File: src/rtl/nco_sweep_ctrl.sv
// rtl/nco_sweep_ctrl.sv - stepped-chirp phase-increment sequencer feeding the NCO core (optional macro NCO_SWEEP_LOOP_EN adds loop_en)
module nco_sweep_ctrl #(
    parameter int APR     = 16,
    parameter int DWELL_W = 16
) (
    input  logic               clk,
    input  logic               reset_n,
    input  logic               start,
    input  logic               stop,
    input  logic               tri_mode,
    input  logic [APR-1:0]     f_start,
    input  logic [APR-1:0]     f_stop,
    input  logic [APR-1:0]     f_step,
    input  logic [DWELL_W-1:0] dwell,
`ifdef NCO_SWEEP_LOOP_EN
    input  logic               loop_en,
`endif
    output logic [APR-1:0]     phi_inc_o,
    output logic               freq_upd,
    output logic               busy,
    output logic               sweep_done
);

    typedef enum logic [1:0] {
        S_IDLE    = 2'd0,
        S_RUN_FWD = 2'd1,
        S_RUN_REV = 2'd2,
        S_FINISH  = 2'd3
    } state_t;

    state_t             r_state;
    logic [APR-1:0]     r_start;
    logic [APR-1:0]     r_stop;
    logic [APR-1:0]     r_step;
    logic [DWELL_W-1:0] r_dwell_m1;
    logic               r_tri;
    logic               r_dir_up;
    logic               r_degen;
    logic               r_loop;
    logic [DWELL_W-1:0] r_cnt;
    logic [APR-1:0]     r_phi;
    logic               r_upd;
    logic               r_busy;
    logic               r_done;

    logic [DWELL_W-1:0] w_dwell_m1;
    logic               w_loop_in;
    logic [APR-1:0]     w_fwd_nxt;
    logic [APR-1:0]     w_rev_nxt;
    logic               w_fwd_end;
    logic               w_rev_end;

    // Step toward a target without wrapping; any overshoot (including carry/borrow) clamps to the target.
    function automatic logic [APR-1:0] step_toward(
        input logic [APR-1:0] cur,
        input logic [APR-1:0] stp,
        input logic [APR-1:0] tgt,
        input logic           up
    );
        logic [APR:0] sum;
        logic [APR:0] diff;
        logic [APR-1:0] res;
        sum  = {1'b0, cur} + {1'b0, stp};
        diff = {1'b0, cur} - {1'b0, stp};
        if (up) begin
            res = (sum >= {1'b0, tgt}) ? tgt : sum[APR-1:0];
        end else begin
            res = (diff[APR] || (diff[APR-1:0] <= tgt)) ? tgt : diff[APR-1:0];
        end
        return res;
    endfunction

    // A dwell of zero behaves as one cycle, so the counter reload is max(dwell,1)-1.
    assign w_dwell_m1 = (dwell == '0) ? '0 : dwell - DWELL_W'(1);

`ifdef NCO_SWEEP_LOOP_EN
    assign w_loop_in = loop_en;
`else
    assign w_loop_in = 1'b0;
`endif

    // Next values for each leg: forward heads to f_stop, reverse mirrors back to f_start.
    always_comb begin
        w_fwd_nxt = step_toward(r_phi, r_step, r_stop, r_dir_up);
        w_rev_nxt = step_toward(r_phi, r_step, r_start, ~r_dir_up);
        w_fwd_end = r_degen || (r_phi == r_stop);
        w_rev_end = (r_phi == r_start);
    end

    // Sweep FSM with registered outputs; stop aborts from any active state without a done pulse.
    always_ff @(posedge clk or negedge reset_n) begin
        if (!reset_n) begin
            r_state    <= S_IDLE;
            r_start    <= '0;
            r_stop     <= '0;
            r_step     <= '0;
            r_dwell_m1 <= '0;
            r_tri      <= 1'b0;
            r_dir_up   <= 1'b0;
            r_degen    <= 1'b0;
            r_loop     <= 1'b0;
            r_cnt      <= '0;
            r_phi      <= '0;
            r_upd      <= 1'b0;
            r_busy     <= 1'b0;
            r_done     <= 1'b0;
        end else begin
            r_upd  <= 1'b0;
            r_done <= 1'b0;
            case (r_state)
                S_IDLE: begin
                    if (start && !stop) begin
                        r_start    <= f_start;
                        r_stop     <= f_stop;
                        r_step     <= f_step;
                        r_dwell_m1 <= w_dwell_m1;
                        r_tri      <= tri_mode;
                        r_dir_up   <= (f_stop >= f_start);
                        r_degen    <= (f_step == '0) || (f_start == f_stop);
                        r_loop     <= w_loop_in;
                        r_cnt      <= w_dwell_m1;
                        r_phi      <= f_start;
                        r_upd      <= 1'b1;
                        r_busy     <= 1'b1;
                        r_state    <= S_RUN_FWD;
                    end
                end
                S_RUN_FWD: begin
                    if (stop) begin
                        r_busy  <= 1'b0;
                        r_state <= S_IDLE;
                    end else if (r_cnt != '0) begin
                        r_cnt <= r_cnt - DWELL_W'(1);
                    end else if (w_fwd_end) begin
                        if (r_tri && !r_degen) begin
                            // Turnaround: f_stop is not repeated, the first reverse value follows directly.
                            r_phi   <= w_rev_nxt;
                            r_upd   <= 1'b1;
                            r_cnt   <= r_dwell_m1;
                            r_state <= S_RUN_REV;
                        end else begin
                            r_done  <= 1'b1;
                            r_state <= S_FINISH;
                        end
                    end else begin
                        r_phi <= w_fwd_nxt;
                        r_upd <= 1'b1;
                        r_cnt <= r_dwell_m1;
                    end
                end
                S_RUN_REV: begin
                    if (stop) begin
                        r_busy  <= 1'b0;
                        r_state <= S_IDLE;
                    end else if (r_cnt != '0) begin
                        r_cnt <= r_cnt - DWELL_W'(1);
                    end else if (w_rev_end) begin
                        r_done  <= 1'b1;
                        r_state <= S_FINISH;
                    end else begin
                        r_phi <= w_rev_nxt;
                        r_upd <= 1'b1;
                        r_cnt <= r_dwell_m1;
                    end
                end
                S_FINISH: begin
                    if (stop) begin
                        r_busy  <= 1'b0;
                        r_state <= S_IDLE;
                    end else if (r_loop) begin
                        r_phi   <= r_start;
                        r_upd   <= 1'b1;
                        r_cnt   <= r_dwell_m1;
                        r_state <= S_RUN_FWD;
                    end else begin
                        r_busy  <= 1'b0;
                        r_state <= S_IDLE;
                    end
                end
                default: begin
                    r_busy  <= 1'b0;
                    r_state <= S_IDLE;
                end
            endcase
        end
    end

    assign phi_inc_o  = r_phi;
    assign freq_upd   = r_upd;
    assign busy       = r_busy;
    assign sweep_done = r_done;

endmodule
File: config.mk
export PLATFORM = sky130hd
export DESIGN_NAME = nco_sweep_ctrl
export DESIGN_NICKNAME = d
export VERILOG_FILES = /design/src/rtl/nco_sweep_ctrl.sv
export SDC_FILE = /design/constraint.sdc
export NUM_CORES = 1
export LEC_CHECK = 0
export CAP_MARGIN = 15
export CORE_MARGIN = 4
export CORE_UTILIZATION = 39
export DETAILED_ROUTE_END_ITERATION = 6
export HOLD_SLACK_MARGIN = 0.15
export SLEW_MARGIN = 10
export SYNTH_ARGS = -nofsm -noshare
export SYNTH_HDL_FRONTEND = slang
export SYNTH_SLANG_ARGS = --single-unit
File: constraint.sdc
create_clock -name clk -period 5.4 [get_ports clk]
set_clock_uncertainty 0.05 [all_clocks]
set_input_delay 0.81 -clock clk [delete_from_list [all_inputs] [get_ports clk]]
set_output_delay 0.81 -clock clk [all_outputs]
set_load 0.005 [all_outputs]
**After elaboration in Yosys (flattened, before gate mapping)**

Index checks and enable logic that the tools add are counted.

- Register bits: 104
- Input port bits: 69
- Output and inout bits: 19
- Logic and storage cells: 116

- $add $sub $neg: 4
- $lt $le $gt $ge: 5
- Equal/unequal tests: 21
- Mux-type cells: 54
- Bitwise logic cells: 1
- Reduce and logical (&&, ||, !) cells: 18

Operators with widths:

| kind | count |
|---|---|
| $mux W16 | 23 |
| $pmux W16 S3 | 2 |
| $eq A16 B16 Y1 | 3 |
| $ge A17 B16 Y1 | 2 |
| $le A16 B16 Y1 | 2 |
| $logic_not A16 Y1 | 2 |
| $sub A16 B1 Y16 const B | 2 |
| $mux W1 | 18 |
| $ne A3 B3 Y1 const B | 6 |
| $add A16 B16 Y17 | 1 |
| $sub A16 B16 Y17 | 1 |
| $ge A16 B16 Y1 | 1 |
| $reduce_bool A16 Y1 | 1 |
| $mux W2 | 7 |
| $ne A2 B2 Y1 const B | 7 |
| $reduce_and A9 Y1 | 1 |
| $pmux W2 S4 | 1 |
| $reduce_and A7 Y1 | 1 |
| $reduce_and A5 Y1 | 1 |
| $eq A2 B2 Y1 const B | 2 |
| $logic_or A1 B1 Y1 | 4 |
| $ne A4 B4 Y1 const B | 1 |
| $pmux W1 S4 | 1 |
| $reduce_and A2 Y1 | 2 |
| other kinds (9) | 11 |

**Logic depth before layout (Yosys ltp)**

- Depth after elaboration: 10
- Gate-level depth with buffers: 22
- Gate-level depth less buffers: 21

**Worst setup path after synthesis**

Ideal clock, no wire load.

- Path kind: reg-to-reg
- Start point: register r_phi[0] (netlist: phi_inc_o[0])
- End point: register r_phi[12] (netlist: phi_inc_o[12])
- Setup time: 64 ps
- Arrival: 4,699 ps
- Data required time: 5,286 ps
- Path slack: 587 ps
- Cell stages (with the launch flop): 21
- Path buffers: 2
- Period minus slack after synthesis: 4,813 ps
- Path through: dfrtp_1 -> ha_1 -> inv_1 -> fa_1 -> o21bai_1 -> a221oi_1 -> o21bai_1 -> o211ai_1 -> and2_1 -> o311ai_0 -> xnor2_1 -> ha_1 -> and3_1 -> or4b_2 -> and4b_1 -> buf_2 -> buf_2 -> mux2i_1 -> a211o_1 -> a311oi_1 -> a21o_1

- Longest elaborated chain between the ends: 10

Ends and longest elaborated chain:

| element | RTL line | source |
|---|---|---|
| start, declared | 41 | `logic [APR-1:0] r_phi;` |
| start signal, assigned | 122 | `r_phi <= f_start;` |
| start signal, assigned | 137 | `r_phi <= w_rev_nxt;` |
| start signal, assigned | 146 | `r_phi <= w_fwd_nxt;` |
| $sub A16 B16 Y17 | 64 | `diff = {1'b0, cur} - {1'b0, stp};` |
| $le A16 B16 Y1 | 68 | `res = (diff[APR] \|\| (diff[APR-1:0] <= tgt)) ? tgt : diff[APR-1:0];` |
| $logic_or A1 B1 Y1 | 68 |  |
| $mux W16 | 68 |  |
| $mux W16 | 65 | `if (up) begin` |
| $mux W16 | 135 | `if (r_tri && !r_degen) begin` |
| $mux W16 | 134 | `end else if (w_fwd_end) begin` |
| $mux W16 | 132 | `end else if (r_cnt != '0) begin` |
| $mux W16 | 129 | `if (stop) begin` |
| $pmux W16 S3 | 110 | `case (r_state)` |

Parallel ways exist; a longest one is shown, timed or not. The select of a mux whose other input is x is not followed.
A chain may end at the register's enable or synchronous reset.

**Final worst setup path**

- Start point: register r_phi[3] (netlist: phi_inc_o[3])
- End point: register r_phi[15] (netlist: phi_inc_o[15])

Same word-level chain as after synthesis.

==> impl_metrics.json <==
{
  "max_freq_ghz": 0.195,
  "layout_commonest_cell": "ha_1",
  "synth_enable_flop_cells": 0,
  "clockRootBuffer": "clkbuf_16",
  "worstSetupStartpointType": "register",
  "cap_violations": 0,
  "grt_pass1_wl_um": 49900,
  "htreeDepth": 3,
  "final_nets": 1440,
  "ctsHoldBuffers": 0,
  "crit_path_end_kind": "register",
  "portBuffers": 87,
  "grt_pass1_vias": 8620,
  "dr.pass1.iters": 7,
  "ios": 88,
  "synth_area_mm2": 0.00975,
  "synthDistinctLibCells": 74,
  "timing.final.crit_share_pct": 95.2,
  "diodes": 0,
  "wl_um": 31900,
  "drive_gt1_share_pct": 11.2,
  "die_h_um": 166,
  "ys_ff_latch": 104,
  "place_congestion": 0.965,
  "areaGrowthSynthToFinish_pct": 18.0,
  "wl_per_cell_um": 20.2,
  "die_area_mm2": 0.0276,
  "num_rows": 57,
  "fin_crit_ns": 5.14,
  "drt_iter0_markers": 646,
  "worst_ep_arrival_time_ns": 5.38,
  "ys_seq_area_share_pct": 26.7,
  "max-slew-margin-rel_pct": 34.4,
  "insertion_delay_ns": 0.37,
  "rsz0062_at_grt": "false",
  "grt_max_degree": 71,
  "hold_viol": 0,
  "core-area_mm2": 0.0245,
  "clk_pin_slew_ns": 0.09,
  "cts_tree": "built",
  "synth-main-ff-cell": "dfrtp_1",
  "overflow": 0,
  "status": "finished clean",
  "syn-instance-count": 1153,
  "setup_tns_ns": 0,
  "n_fill_cell": 2450,
  "cts_sinks": 104,
  "crit_required_ns": 5.64,
  "postRouteAntennaNets": 0,
  "layout.cells.most_common_list": "ha_1 (119), dfrtp_1 (104), nand2_1 (97)",
  "min_path_type": "register to register",
  "ys_warn_count": 0,
  "drv_slew": 0,
  "async_flop_share_pct": 100,
  "antenna_found_initial": 0,
  "dp_hpwl_um": 24900,
  "vias_per_cell": 5.65,
  "avgSynthCellArea_um2": 8.46,
  "worstMarginPinSlew_ns": 0.985,
  "drcViolationCount": 0,
  "crit_type": "register to register",
  "syn-num-nets": 1343,
  "die_w_um": 166,
  "initial_core_util_pct": 39.9,
  "setup_viol": 0,
  "numCtsBuffers": 9,
  "grt_use_total_pct": 22.8,
  "crit_fanout": 9,
  "vias": 8927,
  "ctsLongestPathBuffers": 2
}
==> layer usage <==
metal / vias up / part of all wire (%) / routed length [um] / global-route usage (%)
li1: 4387 / - / - / -
met1: 4250 / 51 / 16100 / 34.9
met2: 263 / 41 / 13200 / 33.2
met3: 27 / 6.5 / 2060 / 4.14
met4: 0 / 1.6 / 514 / 5.27
met5: - / 0 / 0 / 0
==> kinds of logic after synthesis <==
kind of cell / share of synthesized area [%]
AO/OA/AOI/OAI: 21.5
XOR/XNOR: 6.38
adder cells (fa/ha/maj): 15.7
buffers and inverters: 5.89
flip-flops: 26.7
multiplexers: 7.21
AND/OR/NAND/NOR: 16.6
==> critical path, stage by stage (launching register included) <==
cell and delay (ns):
dfrtp_1 0.41, ha_1 0.39, inv_1 0.19, a21oi_1 0.11
o211ai_1 0.30, a311oi_1 0.15, buf_4 0.18, o31ai_1 0.25
xor2_1 0.36, inv_1 0.13, ha_1 0.30, and3_1 0.18
or4b_2 0.61, and4b_2 0.38, a21oi_1 0.49, nor3b_1 0.28
o32ai_1 0.13, a31oi_1 0.17
==> flip-flops by register name, summed over array words and instances, names as in the netlist, 2 cells and up <==
signal	flops
r_step	16
phi_inc_o	16
r_state	2
r_start	16
r_cnt	16
r_dwell_m1	16
r_stop	16
==> final timing paths <==
path | startpoint | endpoint | slack (ns) | depth (start not counted)
min in group asynchronous | reset_n | r_step[12]$_DFFE_PN0P_ | 0.56 | 1
worst min-delay path | r_dwell_m1[3]$_DFFE_PN0P_ | r_dwell_m1[3]$_DFFE_PN0P_ | 0.43 | 2
worst min register to register | r_dwell_m1[3]$_DFFE_PN0P_ | r_dwell_m1[3]$_DFFE_PN0P_ | 0.43 | 2
worst max-delay path | phi_inc_o[3]$_DFFE_PN0P_ | phi_inc_o[15]$_DFFE_PN0P_ | 0.26 | 17
worst max register to register | phi_inc_o[3]$_DFFE_PN0P_ | phi_inc_o[15]$_DFFE_PN0P_ | 0.26 | 17
max in group asynchronous | reset_n | r_start[1]$_DFFE_PN0P_ | 3.67 | 2
==> synthesized netlist by cell type, drive strengths merged (6+ instances only) <==
| cell | count | share of area (%) |
|---|---|---|
| o21bai | 7 | 0.54 |
| nor2b | 13 | 0.83 |
| mux2 | 50 | 5.8 |
| a21o | 14 | 1.1 |
| nand2b | 15 | 0.96 |
| dfrtp | 104 | 27 |
| a31oi | 13 | 0.83 |
| a22o | 10 | 0.90 |
| or4 | 6 | 0.54 |
| and3 | 7 | 0.45 |
| inv | 97 | 3.7 |
| nor2 | 83 | 3.2 |
| o221ai | 17 | 1.5 |
| o211ai | 10 | 0.77 |
| clkbuf | 38 | 1.5 |
| or3 | 10 | 0.64 |
| a2111oi | 6 | 0.54 |
| o21ai | 78 | 4.1 |
| xor2 | 28 | 2.5 |
| o31ai | 13 | 1.0 |
| a211oi | 8 | 0.62 |
| mux2i | 14 | 1.4 |
| o21a | 9 | 0.69 |
| buf | 10 | 0.69 |
| nand3 | 10 | 0.64 |
| xnor2 | 43 | 3.9 |
| a21oi | 92 | 4.8 |
| nor3 | 32 | 1.6 |
| ha | 119 | 15 |
| nor4 | 20 | 1.6 |
| nand2 | 98 | 3.8 |
| nand4 | 19 | 1.2 |
==> through the flow <==
stage                     area (um^2)  worst slack [ns]  hold slack (ns)  std cells  utilization (%)
final                           11500             0.261            0.434       1579             47.0
after floorplan                  9750             0.587            0.396       1153                -
after CTS                       11500            0.0352            0.436       1578             46.9
after global routing            11500            0.0157            0.463       1579             47.0
after detailed placement        11200            0.0955            0.416       1562             45.7
after global placement          11200             0.103            0.409       1562             45.7
==> timing repair <==
action | CTS | global route
setup buffers | 0 | 1
setup endpoints to repair | 0 | 16
resized for setup | 0 | 9
==> area by class of cell <==
cell class | instances | area [um^2] | share of cell area, %
multi-input cells | 904 | 6610 | 57.5
flip-flops and latches | 104 | 2600 | 22.6
repair buffers | 134 | 1230 | 10.7
well taps | 324 | 405 | 3.52
inverters | 97 | 364 | 3.16
clock buffers | 10 | 229 | 1.99
clock inverters | 6 | 61.3 | 0.533
Power is left out: the tool's default activity adds up to more than one toggle a clock period on the data nets, which glitch-free logic cannot reach.
